==> src/rtl/io_pkg.sv <==
// io_pkg: shared defaults, status-word layout and sizing helpers for the
// keyboard/display I/O controller (io_port_ctrl and io_fifo).
// Optional feature macro used by the controller: IO_OVERRUN_EN.
package io_pkg;

   // Default character width and FIFO depths.
   localparam int DEF_DATA_W    = 8;
   localparam int DEF_IN_DEPTH  = 4;
   localparam int DEF_OUT_DEPTH = 4;

   // Bit positions in the packed {ovr, ien, fgo, fgi} status word that a
   // later status-read instruction will return.
   localparam int ST_FGI = 0;
   localparam int ST_FGO = 1;
   localparam int ST_IEN = 2;
   localparam int ST_OVR = 3;
   localparam int ST_W   = 4;

   typedef struct packed {
      logic ovr;
      logic ien;
      logic fgo;
      logic fgi;
   } io_status_t;

   // Width of an occupancy counter that must represent 0..depth inclusive.
   function automatic int count_w(input int depth);
      return $clog2(depth + 1);
   endfunction

endpackage

==> src/rtl/io_fifo.sv <==
// io_fifo: show-ahead synchronous FIFO with an explicit occupancy count.
// The head is visible combinationally (0 when empty); a pop takes effect at
// the clock edge. A push into a full FIFO is dropped unless a pop happens in
// the same cycle, and o_drop flags the dropped push. DEPTH must be a power
// of 2 and at least 2 so the pointers wrap naturally.
module io_fifo
   import io_pkg::*;
#(
   parameter int W     = DEF_DATA_W,
   parameter int DEPTH = DEF_IN_DEPTH
) (
   input  logic                      clk,
   input  logic                      rst_n,
   input  logic                      i_push,
   input  logic                      i_pop,
   input  logic [W-1:0]              i_data,
   output logic [W-1:0]              o_head,
   output logic                      o_full,
   output logic                      o_empty,
   output logic [count_w(DEPTH)-1:0] o_count,
   output logic                      o_drop
);

   localparam int PW = $clog2(DEPTH);
   localparam int CW = count_w(DEPTH);
   localparam logic [CW-1:0] FULL_CNT = CW'(DEPTH);

   logic [W-1:0]  r_mem [DEPTH];
   logic [PW-1:0] r_wr_ptr;
   logic [PW-1:0] r_rd_ptr;
   logic [CW-1:0] r_count;
   logic          w_do_push;
   logic          w_do_pop;

   assign o_empty = (r_count == '0);
   assign o_full  = (r_count == FULL_CNT);
   assign o_count = r_count;

   // A pop on empty is ignored; a push on full survives only alongside a real pop.
   assign w_do_pop  = i_pop & ~o_empty;
   assign w_do_push = i_push & (~o_full | w_do_pop);
   assign o_drop    = i_push & ~w_do_push;
   assign o_head    = o_empty ? '0 : r_mem[r_rd_ptr];

   // Storage array write port.
   // NOTE: the data array has no reset; the count gates every read, so stale
   // contents are never visible and the array can map onto plain flops/RAM.
   always_ff @(posedge clk) begin
      if (w_do_push) begin
         r_mem[r_wr_ptr] <= i_data;
      end
   end

   // Pointer and occupancy bookkeeping.
   // NOTE: sequential state uses non-blocking assignments so every register
   // samples pre-edge values regardless of statement order.
   always_ff @(posedge clk or negedge rst_n) begin
      if (!rst_n) begin
         r_wr_ptr <= '0;
         r_rd_ptr <= '0;
         r_count  <= '0;
      end else begin
         if (w_do_push) r_wr_ptr <= r_wr_ptr + PW'(1);
         if (w_do_pop)  r_rd_ptr <= r_rd_ptr + PW'(1);
         case ({w_do_push, w_do_pop})
            2'b10:   r_count <= r_count + CW'(1);
            2'b01:   r_count <= r_count - CW'(1);
            default: r_count <= r_count;
         endcase
      end
   end

endmodule

==> src/rtl/io_port_ctrl.sv <==
// io_port_ctrl: buffered keyboard/display controller for the 16-bit CPU.
// Input FIFO filled by the keyboard strobe and drained by INP; output FIFO
// filled by OUT and drained by the display valid/ready handshake. Provides
// FGI/FGO, the IEN flip-flop and a level interrupt request.
// Optional feature macro: IO_OVERRUN_EN adds a sticky ovr flag (set by any
// dropped push, cleared by ovr_clr, set wins) that also raises irq.
module io_port_ctrl
   import io_pkg::*;
#(
   parameter int DATA_W    = DEF_DATA_W,
   parameter int IN_DEPTH  = DEF_IN_DEPTH,
   parameter int OUT_DEPTH = DEF_OUT_DEPTH
) (
   input  logic                          clkin,
   input  logic                          rst,
   input  logic                          kb_stb,
   input  logic [DATA_W-1:0]             kb_data,
   output logic                          disp_valid,
   output logic [DATA_W-1:0]             disp_data,
   input  logic                          disp_ready,
   input  logic                          cpu_inp_rd,
   output logic [DATA_W-1:0]             cpu_inp_data,
   input  logic                          cpu_out_wr,
   input  logic [DATA_W-1:0]             cpu_out_data,
   input  logic                          ion,
   input  logic                          iof,
   input  logic                          int_ack,
   output logic                          fgi,
   output logic                          fgo,
   output logic                          ien,
   output logic                          irq,
   output logic [count_w(IN_DEPTH)-1:0]  in_count,
   output logic [count_w(OUT_DEPTH)-1:0] out_count
`ifdef IO_OVERRUN_EN
   ,
   output logic                          ovr,
   input  logic                          ovr_clr
`endif
);

   logic w_in_full;
   logic w_in_empty;
   logic w_in_drop;
   logic w_out_full;
   logic w_out_empty;
   logic w_out_drop;
   logic w_disp_pop;
   logic r_ien;

   assign w_disp_pop = disp_valid & disp_ready;

   io_fifo #(.W(DATA_W), .DEPTH(IN_DEPTH)) u_in_fifo (
      .clk     (clkin),
      .rst_n   (rst),
      .i_push  (kb_stb),
      .i_pop   (cpu_inp_rd),
      .i_data  (kb_data),
      .o_head  (cpu_inp_data),
      .o_full  (w_in_full),
      .o_empty (w_in_empty),
      .o_count (in_count),
      .o_drop  (w_in_drop)
   );

   io_fifo #(.W(DATA_W), .DEPTH(OUT_DEPTH)) u_out_fifo (
      .clk     (clkin),
      .rst_n   (rst),
      .i_push  (cpu_out_wr),
      .i_pop   (w_disp_pop),
      .i_data  (cpu_out_data),
      .o_head  (disp_data),
      .o_full  (w_out_full),
      .o_empty (w_out_empty),
      .o_count (out_count),
      .o_drop  (w_out_drop)
   );

   assign disp_valid = ~w_out_empty;
   assign fgi        = ~w_in_empty;
   assign fgo        = ~w_out_full;
   assign ien        = r_ien;

   // Interrupt-enable flip-flop: ION sets, IOF or interrupt entry clears, clear wins.
   always_ff @(posedge clkin or negedge rst) begin
      if (!rst) begin
         r_ien <= 1'b0;
      end else if (iof | int_ack) begin
         r_ien <= 1'b0;
      end else if (ion) begin
         r_ien <= 1'b1;
      end
   end

`ifdef IO_OVERRUN_EN
   logic r_ovr;
   logic w_unused_in_full;

   assign w_unused_in_full = w_in_full;
   assign ovr              = r_ovr;
   assign irq              = r_ien & (fgi | fgo | r_ovr);

   // Sticky overrun flag: any dropped push sets it; a set beats a same-cycle clear.
   always_ff @(posedge clkin or negedge rst) begin
      if (!rst) begin
         r_ovr <= 1'b0;
      end else if (w_in_drop | w_out_drop) begin
         r_ovr <= 1'b1;
      end else if (ovr_clr) begin
         r_ovr <= 1'b0;
      end
   end
`else
   logic w_unused_status;

   // Drops are silent in this build; the full/drop indications have no consumer.
   assign w_unused_status = w_in_full | w_in_drop | w_out_drop;
   assign irq             = r_ien & (fgi | fgo);
`endif

endmodule
==> config.mk <==
export PLATFORM = sky130hd
export DESIGN_NAME = io_port_ctrl
export DESIGN_NICKNAME = d
export VERILOG_FILES = /design/src/rtl/io_pkg.sv /design/src/rtl/io_fifo.sv /design/src/rtl/io_port_ctrl.sv
export SDC_FILE = /design/constraint.sdc
export NUM_CORES = 1
export LEC_CHECK = 0
export CAP_MARGIN = 10
export CORE_ASPECT_RATIO = 0.75
export CORE_UTILIZATION = 54
export DETAILED_ROUTE_END_ITERATION = 10
export DONT_BUFFER_PORTS = 1
export PLACE_DENSITY = 0.72
export SLEW_MARGIN = 10
export SYNTH_ARGS = -nofsm -noshare
export SYNTH_HDL_FRONTEND = slang
export SYNTH_SLANG_ARGS = --single-unit
==> constraint.sdc <==
create_clock -name clkin -period 2 [get_ports clkin]
set_input_delay 0.3 -clock clkin [delete_from_list [all_inputs] [get_ports clkin]]
set_output_delay 0.3 -clock clkin [all_outputs]
set_load 0.03 [all_outputs]
==> flow_metrics.env <==
export IMPL_status="finished, violations left"
export IMPL_violations="setup timing"
export IMPL_reg2reg_slack_ns=-0.08
export IMPL_crit_fanout=3
export IMPL_synth_seq_area_share=0.696
export IMPL_drt_iter0_markers=88
export IMPL_layout_area_overhead_vs_synth_pct=16.5
export IMPL_fin_ws_ns=-0.0765
export IMPL_grt_usage=0.189
export IMPL_io_pins=52
export IMPL_cts_buffer_depth=2
export IMPL_setup_viol=1
export IMPL_grt_max_degree=16
export IMPL_max_freq_mhz=482
export IMPL_die_w_um=92.3
export IMPL_grt_pass1_vias=1777
export IMPL_whs_ns=0.0215
export IMPL_cts_buffers=9
export IMPL_io_buffers=0
export IMPL_clkSlewWorstSetupHoldPaths_ns=0.08
export IMPL_fp_dieH_um=69.7
export IMPL_hold_viol_final=0
export IMPL_cts_tree="built"
export IMPL_cts_max_level=3
export IMPL_switching_power_mw=2.34
export IMPL_antenna_left=0
export IMPL_final_core_util=0.656
export IMPL_finClkSkew_ns=0.00591
export IMPL_die_area_sq_mm=0.00643
export IMPL_yosysTopAreaCellShare=0.582
export IMPL_drc=0
export IMPL_synth_area_leaders="edfxtp_1, dfrtp_1, mux4_2, and2_1, ha_1"
export IMPL_nets=242
export IMPL_intPower_mw=4.14
export IMPL_cts_sinks=79
export IMPL_sw_frac_of_total=0.362
export IMPL_ys_types=24
export IMPL_overflow=0
export IMPL_slew_violations=0
export IMPL_antenna_cells=0
export IMPL_power_density_mw_per_mm2=1690
export IMPL_stdcell_count=288
export IMPL_netlist_area_sq_mm=0.00330
export IMPL_synth_edff_count=64
export IMPL_rows=24
export IMPL_synth_flop_cell="edfxtp_1"
export IMPL_vias=1591
export IMPL_synth_seq_cells=79
export IMPL_drive_gt1_frac=0.433
export IMPL_critPathRequiredTime_ns=2.26
export IMPL_end_kind="register"
export IMPL_wl_per_cell_um=18.9
export IMPL_antenna_found_initial=0
export IMPL_yosysMostFrequentCell="edfxtp_1"
export IMPL_multi_input_area_sq_mm=0.00101
export IMPL_drv_cap=0
export IMPL_power_share_sequential=0.381
export IMPL_num_fill_cells=407
export IMPL_layout_min_cycle_time_ns=2.08
export IMPL_cp_arrival_ns=2.34
export IMPL_hpwl_um=3910
export IMPL_viasPerCell=5.52
export IMPL_async_flop_share=0.190
export IMPL_worst_pin_slew_ns=0.700
export IMPL_syn_nets=217
export IMPL_grt_pass1_wl_um=8810
export IMPL_rsz0062_at_grt="true"
export IMPL_routed_wl_um=5450
export IMPL_syn_inst=180
export IMPL_worstSetupPathType="register to register"
export IMPL_dp_cells=268
export IMPL_yosysWarnings=0
export IMPL_regArea_sq_mm=0.00230
export IMPL_finalCritPeriodShare=1.04
export IMPL_max_slew_margin=0.532
export IMPL_clock_power_share=0.196
export IMPL_synth_largest_area_cell="edfxtp_1"
export IMPL_p_leak_nw=1.41
export IMPL_synthTopCellsByCount="edfxtp_1, and2_1, mux4_2"
export IMPL_first_pass_iters=4
export IMPL_initial_core_util=0.564
export IMPL_root_buffer="clkbuf_8"
export IMPL_pwr_share_comb=0.423
export IMPL_gp_congestion=0.691
export IMPL_clock_latency_ns=0.34
export IMPL_hold_class="input pin to register"
export IMPL_avgSynthCellArea_sq_um=18.3
export IMPL_start_kind="register"
export IMPL_core_area_sq_mm=0.00586
export IMPL_vdd_drop_max_v=0.00131
-- cells in the final DEF, fill, tap and decap left out, types with 6 or more instances in the layout --
master,n
buf_4,17
dfrtp_1,10
ha_1,8
xnor2_1,7
edfxtp_1,64
inv_1,8
mux4_2,16
and2_4,15
and2_2,6
clkbuf_8,9
-- path summary, 6_finish.rpt --
path	start	endpoint	cells past startpoint
max reg2reg	u_out_fifo.o_count[1]$_DFFE_PN0P_	u_out_fifo.o_count[2]$_DFFE_PN0P_	9
min reg2reg	u_in_fifo.o_count[2]$_DFFE_PN0P_	u_in_fifo.o_count[2]$_DFFE_PN0P_	2
min	iof	ien$_DFFE_PN0P_	1
max	u_out_fifo.o_count[1]$_DFFE_PN0P_	u_out_fifo.o_count[2]$_DFFE_PN0P_	9
max in group asynchronous	rst	u_in_fifo.o_count[2]$_DFFE_PN0P_	1
min in group asynchronous	rst	u_out_fifo.o_count[1]$_DFFE_PN0P_	1
-- final cells by class --
class                      instances  area share
tap                               78      0.0254
multi-input combinational         82       0.262
timing repair buffer              20      0.0426
clock inverter                     6      0.0241
inverter                          13      0.0133
sequential                        79       0.599
clock buffer                      10      0.0332
-- per-layer routing --
metal,track usage,routed length [um],vias to the layer above
met5,0,0,-
met4,0.0660,63,0
met3,0.0647,296,10
met2,0.300,2690,43
met1,0.246,2400,827
li1,-,-,711
-- sequential cells by signal, summed over array words and instances, names as in the netlist --
register             cells
u_out_fifo.r_mem        32
u_in_fifo.r_rd_ptr       2
u_in_fifo.r_mem         32
u_in_fifo.o_count        3
u_out_fifo.r_wr_ptr      2
u_out_fifo.r_rd_ptr      2
ien                      1
u_out_fifo.o_count       3
u_in_fifo.r_wr_ptr       2
-- worst max-delay path: stages, from the launching register on --
cell     delay [ns]
dfrtp_2        0.42
or3b_4         0.41
o21a_4         0.22
inv_4          0.05
ha_4           0.12
inv_2          0.03
fa_2           0.33
xor2_1         0.15
nor2_1         0.12
xor2_1         0.15
-- through the flow --
| step | worst slack [ns] | setup TNS, ns | total power [mW] | instance area [sq um] |
|---|---|---|---|---|
| floorplan | -0.261 | -0.446 | 4.43 | 3330 |
| global placement | -0.0276 | -0.0276 | 4.85 | 3520 |
| detailed placement | -0.134 | -0.164 | 5.00 | 3520 |
| CTS | -0.0909 | -0.116 | 6.42 | 3800 |
| global route | -0.156 | -0.243 | 6.82 | 3840 |
| finish | -0.0765 | -0.0765 | 6.48 | 3840 |
-- power groups by stage --
stage                     Combinational [mW]  Clock, mW  Sequential [mW]
after floorplan                         1.91          0             2.51
after global placement                  2.40          0             2.45
after detailed placement                2.50          0             2.50
after CTS                               2.66       1.30             2.46
after global routing                    2.94       1.37             2.51
final                                   2.74       1.27             2.47
-- cells by family after synthesis --
family	synth area share
flops	0.696
simple gates	0.0663
mux	0.123
buf+inv	0.0224
xor+xnor	0.0318
fa+ha+maj	0.0500
compound gates	0.0102
-- what timing repair did --
action,CTS,global route
hold buffers,1,0
endpoints found under the hold margin,15,0
pin swaps,8,2
setup buffers,3,0
resized for setup,19,22
endpoints found under the setup margin,19,20
No activity file was read; power rests on OpenSTA's default activity.
